## src/rtl/rf_access_ctrl_pkg.sv

```systemverilog
// Shared widths, FSM state encoding and helpers for the register-file access controller.
package rf_access_ctrl_pkg;

    localparam int unsigned DefDataWidth    = 32;
    localparam int unsigned DefRegAddrWidth = 5;

    typedef enum logic [2:0] {
        StIdle  = 3'd0,
        StRead  = 3'd1,
        StCapt  = 3'd2,
        StWrite = 3'd3,
        StDone  = 3'd4
    } state_e;

    function automatic state_e post_read_state(input logic wr_en);
        return wr_en ? StWrite : StDone;
    endfunction

endpackage

```

## src/rtl/rf_access_ctrl.sv

```systemverilog
// Register-file initiator: one request per transaction, read strictly before write.
// Optional `RF_R0_PROTECT_EN makes register 0 read as zero and ignore writes.
module rf_access_ctrl
    import rf_access_ctrl_pkg::*;
#(
    parameter int unsigned DataWidth    = DefDataWidth,
    parameter int unsigned RegAddrWidth = DefRegAddrWidth
) (
    input  logic                    clk_i,
    input  logic                    rst_ni,
    input  logic                    req_valid_i,
    output logic                    req_ready_o,
    input  logic                    req_rd_en_i,
    input  logic                    req_wr_en_i,
    input  logic [RegAddrWidth-1:0] req_addr_r1_i,
    input  logic [RegAddrWidth-1:0] req_addr_r2_i,
    input  logic [RegAddrWidth-1:0] req_addr_w_i,
    input  logic [DataWidth-1:0]    req_data_w_i,
    output logic                    rf_read_o,
    output logic                    rf_write_o,
    output logic [RegAddrWidth-1:0] rf_addr_r1_o,
    output logic [RegAddrWidth-1:0] rf_addr_r2_o,
    output logic [RegAddrWidth-1:0] rf_addr_w_o,
    output logic [DataWidth-1:0]    rf_data_w_o,
    input  logic [DataWidth-1:0]    rf_data_r1_i,
    input  logic [DataWidth-1:0]    rf_data_r2_i,
    output logic                    rsp_valid_o,
    output logic [DataWidth-1:0]    rsp_data_r1_o,
    output logic [DataWidth-1:0]    rsp_data_r2_o
);

    state_e                  state_q, state_d;
    logic                    wr_en_q, wr_en_d;
    logic [RegAddrWidth-1:0] addr_r1_q, addr_r1_d;
    logic [RegAddrWidth-1:0] addr_r2_q, addr_r2_d;
    logic [RegAddrWidth-1:0] addr_w_q, addr_w_d;
    logic [DataWidth-1:0]    data_w_q, data_w_d;
    logic [DataWidth-1:0]    rsp_r1_q, rsp_r1_d;
    logic [DataWidth-1:0]    rsp_r2_q, rsp_r2_d;
    logic                    wr_req;
    logic [DataWidth-1:0]    rd_data_r1, rd_data_r2;

`ifdef RF_R0_PROTECT_EN
    // A write to register 0 is dropped at accept, so it costs no WRITE cycle.
    assign wr_req     = req_wr_en_i && (req_addr_w_i != '0);
    assign rd_data_r1 = (addr_r1_q == '0) ? '0 : rf_data_r1_i;
    assign rd_data_r2 = (addr_r2_q == '0) ? '0 : rf_data_r2_i;
`else
    assign wr_req     = req_wr_en_i;
    assign rd_data_r1 = rf_data_r1_i;
    assign rd_data_r2 = rf_data_r2_i;
`endif

    always_comb begin
        state_d   = state_q;
        wr_en_d   = wr_en_q;
        addr_r1_d = addr_r1_q;
        addr_r2_d = addr_r2_q;
        addr_w_d  = addr_w_q;
        data_w_d  = data_w_q;
        rsp_r1_d  = rsp_r1_q;
        rsp_r2_d  = rsp_r2_q;
        unique case (state_q)
            StIdle: begin
                if (req_valid_i) begin
                    wr_en_d   = wr_req;
                    addr_r1_d = req_addr_r1_i;
                    addr_r2_d = req_addr_r2_i;
                    addr_w_d  = req_addr_w_i;
                    data_w_d  = req_data_w_i;
                    if (req_rd_en_i) begin
                        state_d = StRead;
                    end else if (wr_req) begin
                        state_d = StWrite;
                    end else begin
                        state_d = StDone;
                    end
                end
            end
            StRead: state_d = StCapt;
            StCapt: begin
                rsp_r1_d = rd_data_r1;
                rsp_r2_d = rd_data_r2;
                state_d  = post_read_state(wr_en_q);
            end
            StWrite: state_d = StDone;
            StDone:  state_d = StIdle;
            default: state_d = StIdle;
        endcase
    end

    always_ff @(posedge clk_i or negedge rst_ni) begin
        if (!rst_ni) begin
            state_q   <= StIdle;
            wr_en_q   <= 1'b0;
            addr_r1_q <= '0;
            addr_r2_q <= '0;
            addr_w_q  <= '0;
            data_w_q  <= '0;
            rsp_r1_q  <= '0;
            rsp_r2_q  <= '0;
        end else begin
            state_q   <= state_d;
            wr_en_q   <= wr_en_d;
            addr_r1_q <= addr_r1_d;
            addr_r2_q <= addr_r2_d;
            addr_w_q  <= addr_w_d;
            data_w_q  <= data_w_d;
            rsp_r1_q  <= rsp_r1_d;
            rsp_r2_q  <= rsp_r2_d;
        end
    end

    // Strobes decode straight from the state register, so reset drops them immediately.
    assign req_ready_o   = rst_ni && (state_q == StIdle);
    assign rf_read_o     = (state_q == StRead);
    assign rf_write_o    = (state_q == StWrite);
    assign rsp_valid_o   = (state_q == StDone);
    assign rf_addr_r1_o  = addr_r1_q;
    assign rf_addr_r2_o  = addr_r2_q;
    assign rf_addr_w_o   = addr_w_q;
    assign rf_data_w_o   = data_w_q;
    assign rsp_data_r1_o = rsp_r1_q;
    assign rsp_data_r2_o = rsp_r2_q;

endmodule
```

## config.mk

```make
export PLATFORM = sky130hd
export DESIGN_NAME = rf_access_ctrl
export DESIGN_NICKNAME = d
export VERILOG_FILES = /design/src/rtl/rf_access_ctrl_pkg.sv /design/src/rtl/rf_access_ctrl.sv
export SDC_FILE = /design/constraint.sdc
export NUM_CORES = 1
export LEC_CHECK = 0
export CORE_MARGIN = 3
export CORE_UTILIZATION = 33
export CTS_BUF_LIST = sky130_fd_sc_hd__clkbuf_4 sky130_fd_sc_hd__clkbuf_8
export CTS_CLUSTER_DIAMETER = 100
export DETAILED_ROUTE_END_ITERATION = 8
export DONT_BUFFER_PORTS = 1
export GPL_ROUTABILITY_DRIVEN = 0
export PLACE_DENSITY = 0.43
export SETUP_SLACK_MARGIN = 0.2
export SKIP_LAST_GASP = 1
export SYNTH_ARGS = -nofsm -noshare
export SYNTH_HDL_FRONTEND = slang
export SYNTH_SLANG_ARGS = --single-unit
```

## constraint.sdc

```tcl
create_clock -name clk_i -period 2.4 [get_ports clk_i]
set_clock_uncertainty 0.05 [all_clocks]
set_input_delay 0.36 -clock clk_i [delete_from_list [all_inputs] [get_ports clk_i]]
set_output_delay 0.36 -clock clk_i [all_outputs]
set_load 0.1 [all_outputs]
```

==> results of run 1 <==
==> worst max path at each step <==
stage                         to  slack (ps)  cells after the start
4_1_cts              req_ready_o         320                      2
3_5_place_dp   rsp_data_r1_o[27]         540                      3
2_1_floorplan        req_ready_o        -270                      2
3_3_place_gp    rsp_data_r1_o[1]         580                      3
5_1_grt              rsp_valid_o         260                      3
6_report             req_ready_o         380                      2
==> area by class of cell <==
| class | count | area (sq um) | area share, % |
|---|---|---|---|
| repair buffers | 71 | 716 | 12.4 |
| well taps | 172 | 215 | 3.73 |
| flip-flops and latches | 115 | 2880 | 49.9 |
| clock inverters | 9 | 220 | 3.82 |
| clock buffers | 23 | 310 | 5.38 |
| multi-input cells | 129 | 1430 | 24.7 |
| diodes | 1 | 2.50 | 0.0434 |
==> sequential cells by signal (all words and copies together) (netlist names) <==
| register | cells |
|---|---|
| rf_addr_r1_o | 5 |
| rf_addr_r2_o | 5 |
| rf_addr_w_o | 5 |
| rf_data_w_o | 32 |
| rsp_data_r1_o | 32 |
| rsp_data_r2_o | 32 |
| state_q | 3 |
| wr_en_q | 1 |
==> Yosys cell counts <==
cell / n
a221oi_1: 1
and2_1: 1
and3b_1: 1
buf_2: 3
buf_4: 9
buf_6: 1
buf_8: 2
dfrtp_1: 115
mux2_1: 20
mux2_2: 92
mux2i_1: 1
nand2_1: 1
nand2b_1: 1
nand3b_1: 1
nor2_1: 2
nor3_1: 1
nor3b_1: 2
nor4b_1: 2
nor4b_4: 1
o21a_1: 1
o21ai_0: 1
==> through the flow <==
step	area (sq um)	std cells	TNS (ps)	worst slack [ps]	util, %
2_1_floorplan	4410	259	-269	-269	-
3_3_place_gp	4600	424	0	577	35.9
3_5_place_dp	4600	424	0	545	35.9
4_1_cts	5650	508	0	320	44.1
5_1_grt	5770	520	0	259	45.0
6_report	5770	520	0	379	45.0
==> logic make-up (layout without fill, tap and decap cells) <==
family	Yosys count	count (layout)
buf+inv	15	103
mux	113	113
other cells	0	1
flops	115	115
compound gates	3	3
simple gates	13	13
==> worst reg2reg max path, cell delays in order, from the launching register on <==
cell and delay (ps):
dfrtp_1 630, nor3b_2 360, buf_12 300, mux2_2 400
==> routing by layer <==
metal	routed length (microns)	GRT usage [%]	vias up
met4	141	6.44	0
met3	1110	7.93	12
li1	-	-	1074
met2	4830	19.6	131
met1	3230	12.6	1212
met5	0	0	-
==> cell usage in the layout (no fill, tap or decap), drive strengths merged, types with 2 or more instances in the layout <==
master,instances
nor4b,3
nor2,2
dfrtp,115
bufinv,7
dlygate4sd3,63
clkbuf,23
buf,8
mux2,112
nor3b,2
clkinv,2
==> what timing repair did <==
action                                 CTS  global route
hold buffers                            52            11
endpoints found under the hold margin  167           126
gates resized for setup                  0             0
==> results.yml, run 1 <==
sta:
  max_slew_margin_pct: 37.9
  tightest_slew_ps: 931
  min_period_ps: 2020
  fin_crit_sh_pct: 84.2
  finalMaxSlewViolations: 0
  setup_viol: 0
  worst_hold_slack_ps: -418
  rsz0062_at_grt: "false"
  clock.fmax_mhz: 495
  final_hold_viol_count: 115
synth:
  yosys.area_share.simple_pct: 2.31
  yosysTopAreaCellShare_pct: 65.5
  yosys.area_share.adder_pct: 0
  synth_area_sq_um: 4400
  synth_top_family_by_area: "multiplexers"
  synth.mux.area_fraction_pct: 28.9
  synth_area_leaders: "dfrtp_1, mux2_2, mux2_1"
  synth_compound_area_share_pct: 0.484
  synth-xor-area-share_pct: 0
  yosys.area.top_type: "dfrtp_1"
  ys_ff_latch: 115
  yosys_warnings: 0
  syn_inst: 259
  yosysSeqAreaShare_pct: 65.5
  syn-num-nets: 375
  synth_cell_types: 21
  syn_area_per_cell_sq_um: 17.0
global_routing:
  grt_max_degree: 117
  track_usage_pct: 12.4
  grt_pass1_wl_microns: 13700
  grt_pass1_vias: 2587
  gr-total-overflow: 0
  antenna_found_initial: 1
die:
  die_h_microns: 121
  ioPinCount: 231
  rows: 41
  die-area_sq_um: 14700
  die_x_microns: 121
  fp.coreArea_sq_um: 12800
  start_util_pct: 34.3
clocking:
  cts_sinks: 115
  cts_buffer_depth: 2
  root_buffer: "clkbuf_8"
  numCtsBuffers: 17
  clk_pin_slew_ps: 70
  cts_setup_buffers: 0
  ctsHtreeMaxLevel: 4
  cts_tree: "built"
  clock_latency_ps: 410
route:
  viasPerCell: 4.67
  drt_first_pass_iters: 4
  vias: 2429
  drt_iter0_drc: 57
  totalWireLength_microns: 9310
  ant_nets: 0
  wire_per_inst_microns: 17.9
  drc: 0
setup_path:
  worstReg2RegEnd: "rsp_data_r1_o[27]"
  cp_max_fo: 10
  cp_cell_sequence: "nor4b_4 -> buf_4"
  arrival_ps: 1610
  reg2reg_from: "state_q[1]"
  crit_slowest_cell: "dfrtp_1"
  end_kind: "primary output"
  start_kind: "flip-flop"
  critPathBufInv: 1
  cp-startpoint: "state_q[1]"
  worst-endpoint-required_ps: 1990
  rr_worst_depth: 3
  ff2ff_setup_slack_ps: 540
  critPathMaxStageDelay_ps: 540
  crit_family: "flip-flops"
  crit_type: "flip-flop to primary output"
layout:
  area_growth_pct: 31.2
  drive_above_1_share_pct: 39.2
  nets: 450
  nFillCells: 1153
min_path:
  hp-class: "input port to asynchronous set/reset pin"
place:
  dpl.hpwl_microns: 6270
  portBuffers: 0
run_status:
  outcome: "finished with violations"
  violations: "negative hold slack"
job:
  maxCapViolations: 0
Power of run 1 is not shown: default switching activity piles up to over one toggle a cycle in this logic, so the estimate is an artifact.
==> run 2, diff against run 1 <==
Settings changed: ABC_AREA set to 1, PLACE_DENSITY 0.43 to 0.44.
Clock period 2.4 ns to 1.7 ns, I/O delays scaled along.
==> run 2 against run 1 <==
  * The flow still finishes with violations (negative hold slack)
  * Area after synthesis up 4.6%
  * Sequential share of layout area down 12 points
  * First-iteration DRC count rose to 4.2 times the previous value
  * Largest cell class unchanged
  * Register-to-register slack worse by 400 ps
  * Utilization up 12 points
  * Global-route usage up 5.8 points
  * Cell count up 82%
  * Via count up 79%
  * Highest routed layer unchanged
  * Critical endpoint is now rf_write_o
  * Wire length up 62%
  * Clock-buffer cell count up 2
  * Worst hold slack worse by 110 ps
  * Setup slack worse by 350 ps
==> results.yml, run 2 <==
setup_path:
  start_kind: "flip-flop"
  worstReg2RegEnd: "state_q[2]"
  worst-endpoint-required_ps: 1390
  cp_cell_sequence: "inv_4 -> nor3_4 -> buf_12"
  end_kind: "primary output"
  rr_worst_depth: 8
  ff2ff_setup_slack_ps: 140
  critPathBufInv: 2
  reg2reg_from: "state_q[1]"
  crit_slowest_cell: "dfrtp_2"
  crit_type: "flip-flop to primary output"
  cp_max_fo: 4
  crit_family: "flip-flops"
  arrival_ps: 1360
  critPathMaxStageDelay_ps: 420
synth:
  synth_area_sq_um: 4600
  synth_area_leaders: "dfrtp_1, nand2_1, nand3_1"
  syn-num-nets: 633
  synth-xor-area-share_pct: 0
  synthTopCellsByCount: "nand2_1, dfrtp_1, nand3_1, buf_2, clkbuf_1"
  synthArstFlopShare_pct: 100
  yosysTopAreaCellShare_pct: 62.6
  yosys.area.top_type: "dfrtp_1"
  synth_cell_types: 18
  ys_ff_latch: 115
  yosys.area_share.adder_pct: 0
  synth_compound_area_share_pct: 0.545
  syn_inst: 517
  yosys.area_share.simple_pct: 32.3
  synth_flop_cell: "dfrtp_1"
  synth.mux.area_fraction_pct: 0
  yosys_warnings: 0
  synth.most_common_cell: "nand2_1"
  synth_edf_count: 0
  synth_top_family_by_area: "simple AND/OR/NAND/NOR gates"
  syn_area_per_cell_sq_um: 8.89
  yosysSeqAreaShare_pct: 62.6
sta:
  setup_viol: 0
  fin_setup_tns_ps: 0
  final_hold_viol_count: 115
  max_slew_margin_pct: 79.8
  worst_hold_slack_ps: -526
  rsz0062_at_grt: "true"
  finalMaxSlewViolations: 0
  clock.fmax_mhz: 599
  min_period_ps: 1670
  fin_crit_sh_pct: 98.2
  tightest_slew_ps: 303
run_status:
  violations: "negative hold slack"
  outcome: "finished with violations"
layout:
  nets: 877
  fin_util_pct: 56.6
  final_cell_mix: "nand2_1, buf_4, nand3_1, dlygate4sd3_1, dfrtp_1"
  area_growth_pct: 65.6
  drive_above_1_share_pct: 25.1
  n_antenna_cell: 0
  final_area_sq_um: 7610
  final_common_cell: "nand2_1"
route:
  viasPerCell: 4.60
  wire_per_inst_microns: 15.9
  ant_nets: 0
  vias: 4358
  totalWireLength_microns: 15100
  drt_first_pass_iters: 4
  drc: 0
  drt_iter0_drc: 241
clocking:
  cts_sinks: 115
  cts_tree: "built"
  root_buffer: "clkbuf_8"
  clk_pin_slew_ps: 60
  ctsHoldBuffers: 114
  ctsHtreeMaxLevel: 4
  cts_buffer_depth: 2
  clock_latency_ps: 420
  numCtsBuffers: 17
job:
  maxCapViolations: 0
die:
  die_x_microns: 124
  fp.coreArea_sq_um: 13500
  start_util_pct: 34.2
  die_h_microns: 124
  rows: 42
  die-area_sq_um: 15400
  ioPinCount: 231
global_routing:
  grt_pass1_vias: 4270
  gr-total-overflow: 0
  track_usage_pct: 18.1
  grt_max_degree: 117
  grt_pass1_wl_microns: 21300
  antenna_found_initial: 0
place:
  dpl.hpwl_microns: 8360
  placed_cell_area_sq_um: 5690
  portBuffers: 0
min_path:
  hp-class: "input port to asynchronous set/reset pin"
[run 2: timing repair]
action / 4_1_cts / 5_1_grt
gates resized for setup: 8 / 26
pin swaps: 4 / 2
setup endpoints to repair: 5 / 119
cloned: 0 / 6
endpoints found under the hold margin: 230 / 115
setup buffers: 9 / 6
[run 2: worst max path at each step]
stage                           from     endpoint  slack (ps)  cells past startpoint
after floorplan           state_q[0]   rf_write_o        -110                      4
after global placement    state_q[0]      wr_en_q         210                      7
after detailed placement  state_q[0]      wr_en_q         200                      7
after CTS                 state_q[1]  rsp_valid_o         -30                      4
after global routing      state_q[1]  rsp_valid_o         -60                      4
final                     state_q[1]   rf_write_o          30                      3
[run 2: worst reg2reg max path, delay by kind of cell, from the launching register on]
family | cells | cell delay, ps
DFF | 1 | 420
buffers and inverters | 5 | 640
and+or+nand+nor | 1 | 130
AOI/OAI and AO/OA | 2 | 230
[run 2: area by class of cell]
type                            count  area (sq um)
Inverter                            9          40.0
Timing Repair Buffer              260          2520
Multi-Input combinational cell    358          1580
Fill cell                        1212          5840
Sequential cell                   115          2880
Clock inverter                      5          50.0
Clock buffer                       25           325
Tap cell                          176           220
[run 2: metal layers]
layer | track usage, % | part of all wire, % | vias up
met5 | 0 | 0 | -
met4 | 7.73 | 1.7 | 0
met3 | 5.90 | 7.1 | 22
met2 | 30.0 | 50 | 164
met1 | 21.7 | 41 | 2026
li1 | - | - | 2146
[run 2: kinds of logic after synthesis]
logic type | after synthesis
AOI/OAI and AO/OA | 5
buffers and inverters | 44
DFF | 115
and+or+nand+nor | 353
[run 2: metrics by stage]
stage	worst slack [ps]	instances
finish	30.9	948
global route	-59.4	948
CTS	-30.6	936
detailed placement	203	783
global placement	215	783
floorplan	-107	517
Power of run 2 is left out for the same reason.
==> run 3, diff against run 2 <==
Settings changed: ABC_AREA 1 to not set.
==> run 3 against run 2 <==
  * Wire length is 16% lower
  * The flow finishes with violations (negative hold slack, negative setup slack)
  * Highest routed layer unchanged
  * Worst hold slack worse by 1.0 ps
  * Register-to-register slack worse by 240 ps
  * Non-clock buffer count is 11 higher
  * Cell count is 24% lower
  * Maximum frequency is 9.6% lower
  * Global-route usage is 2.1 points lower
  * Die area is 4.1% lower
  * Setup slack worse by 180 ps
  * Sequential cell count stayed put
==> results.yml, run 3 (same netlist as run 1, synthesis figures left out) <==
sta:
  final_hold_viol_count: 115
  max_slew_margin_pct: 81.0
  worst_hold_slack_ps: -527
  setup_viol: 43
  clock.fmax_mhz: 542
  finalMaxSlewViolations: 0
  fin_setup_tns_ps: -2670
  fin_crit_sh_pct: 109
  tightest_slew_ps: 283
  rsz0062_at_grt: "true"
  min_period_ps: 1850
  fin_ws_ps: -145
setup_path:
  critPathMaxStageDelay_ps: 430
  rr_worst_depth: 6
  start_kind: "flip-flop"
  cp_max_fo: 3
  worstReg2RegEnd: "rf_data_w_o[21]"
  cp_cell_sequence: "buf_6 -> nor4b_4 -> buf_12"
  worst-endpoint-required_ps: 1390
  crit_family: "flip-flops"
  arrival_ps: 1540
  ff2ff_setup_slack_ps: -100
  end_kind: "primary output"
  critPathBufInv: 2
  reg2reg_from: "state_q[1]"
  crit_type: "flip-flop to primary output"
  crit_slowest_cell: "dfrtp_2"
clocking:
  ctsHoldBuffers: 114
  ctsHtreeMaxLevel: 4
  root_buffer: "clkbuf_8"
  numCtsBuffers: 17
  cts_tree: "built"
  clock_latency_ps: 420
  clk_pin_slew_ps: 60
  cts_buffer_depth: 2
  cts_sinks: 115
die:
  ioPinCount: 231
  rows: 41
  die_x_microns: 121
  fp.coreArea_sq_um: 12800
  die-area_sq_um: 14700
  start_util_pct: 34.3
  die_h_microns: 121
layout:
  final_common_cell: "buf_4"
  finalNonFillerCells: 718
  nFillCells: 932
  nets: 650
  fin_util_pct: 63.4
  area_growth_pct: 84.9
  drive_above_1_share_pct: 56.4
  final_cell_mix: "buf_4, dlygate4sd3_1, dfrtp_1"
  n_antenna_cell: 0
global_routing:
  grt_pass1_wl_microns: 18000
  gr-total-overflow: 0
  track_usage_pct: 16.0
  grt_max_degree: 117
  antenna_found_initial: 0
  grt_pass1_vias: 3553
run_status:
  violations: "negative hold slack, negative setup slack"
  outcome: "finished with violations"
route:
  viasPerCell: 4.50
  vias: 3232
  drc: 0
  drt_iter0_drc: 133
  drt_first_pass_iters: 4
  ant_nets: 0
  wire_per_inst_microns: 17.7
  totalWireLength_microns: 12700
place:
  dp_cells: 546
  dpl.hpwl_microns: 7340
  dp_slack_ps: 43.1
  portBuffers: 0
job:
  maxCapViolations: 0
min_path:
  hp-class: "input port to asynchronous set/reset pin"
==> run 3: routing by layer <==
metal,up-vias,GRT usage [%],routed length [microns]
li1,1465,-,-
met1,1589,17.2,4970
met2,156,28.0,6530
met3,22,5.78,935
met4,0,7.28,260
met5,-,0,0
==> run 3: through the flow <==
step | hold WS (ps) | instance area, sq um
2_1_floorplan | -90.6 | 4650
3_3_place_gp | -87.3 | 5810
3_5_place_dp | -87.2 | 5810
4_1_cts | -572 | 7750
5_1_grt | -577 | 8130
6_report | -527 | 8130
==> run 3: worst max-delay path by stage <==
stage,start,endpoint,cells after the start
floorplan,state_q[0],req_ready_o,2
global placement,state_q[1],rf_addr_r1_o[4],4
detailed placement,state_q[1],rf_addr_r2_o[0],4
CTS,state_q[0],req_ready_o,3
global route,state_q[0],req_ready_o,3
finish,state_q[0],req_ready_o,3
==> run 3: timing repair <==
action	in CTS	in global routing
endpoints found under the setup margin	100	116
pin swaps	2	3
gates cloned	6	2
endpoints found under the hold margin	230	115
resized for setup	16	75
buffers inserted	15	4
==> run 3: cell type report <==
type | count | area, sq um | area share [%]
clock inverters | 5 | 75.1 | 0.924
well taps | 172 | 215 | 2.65
multi-input cells | 129 | 1860 | 22.8
repair buffers | 271 | 2780 | 34.2
flip-flops and latches | 115 | 2880 | 35.4
clock buffers | 26 | 320 | 3.94
==> run 3: worst reg2reg max path, cell delays in order, from the launching register on <==
cell	delay, ps
dfrtp_1	410
buf_4	160
nor4b_4	320
buf_12	200
buf_12	130
buf_12	130
mux2_4	300
Power of run 3 is left out for the same reason.
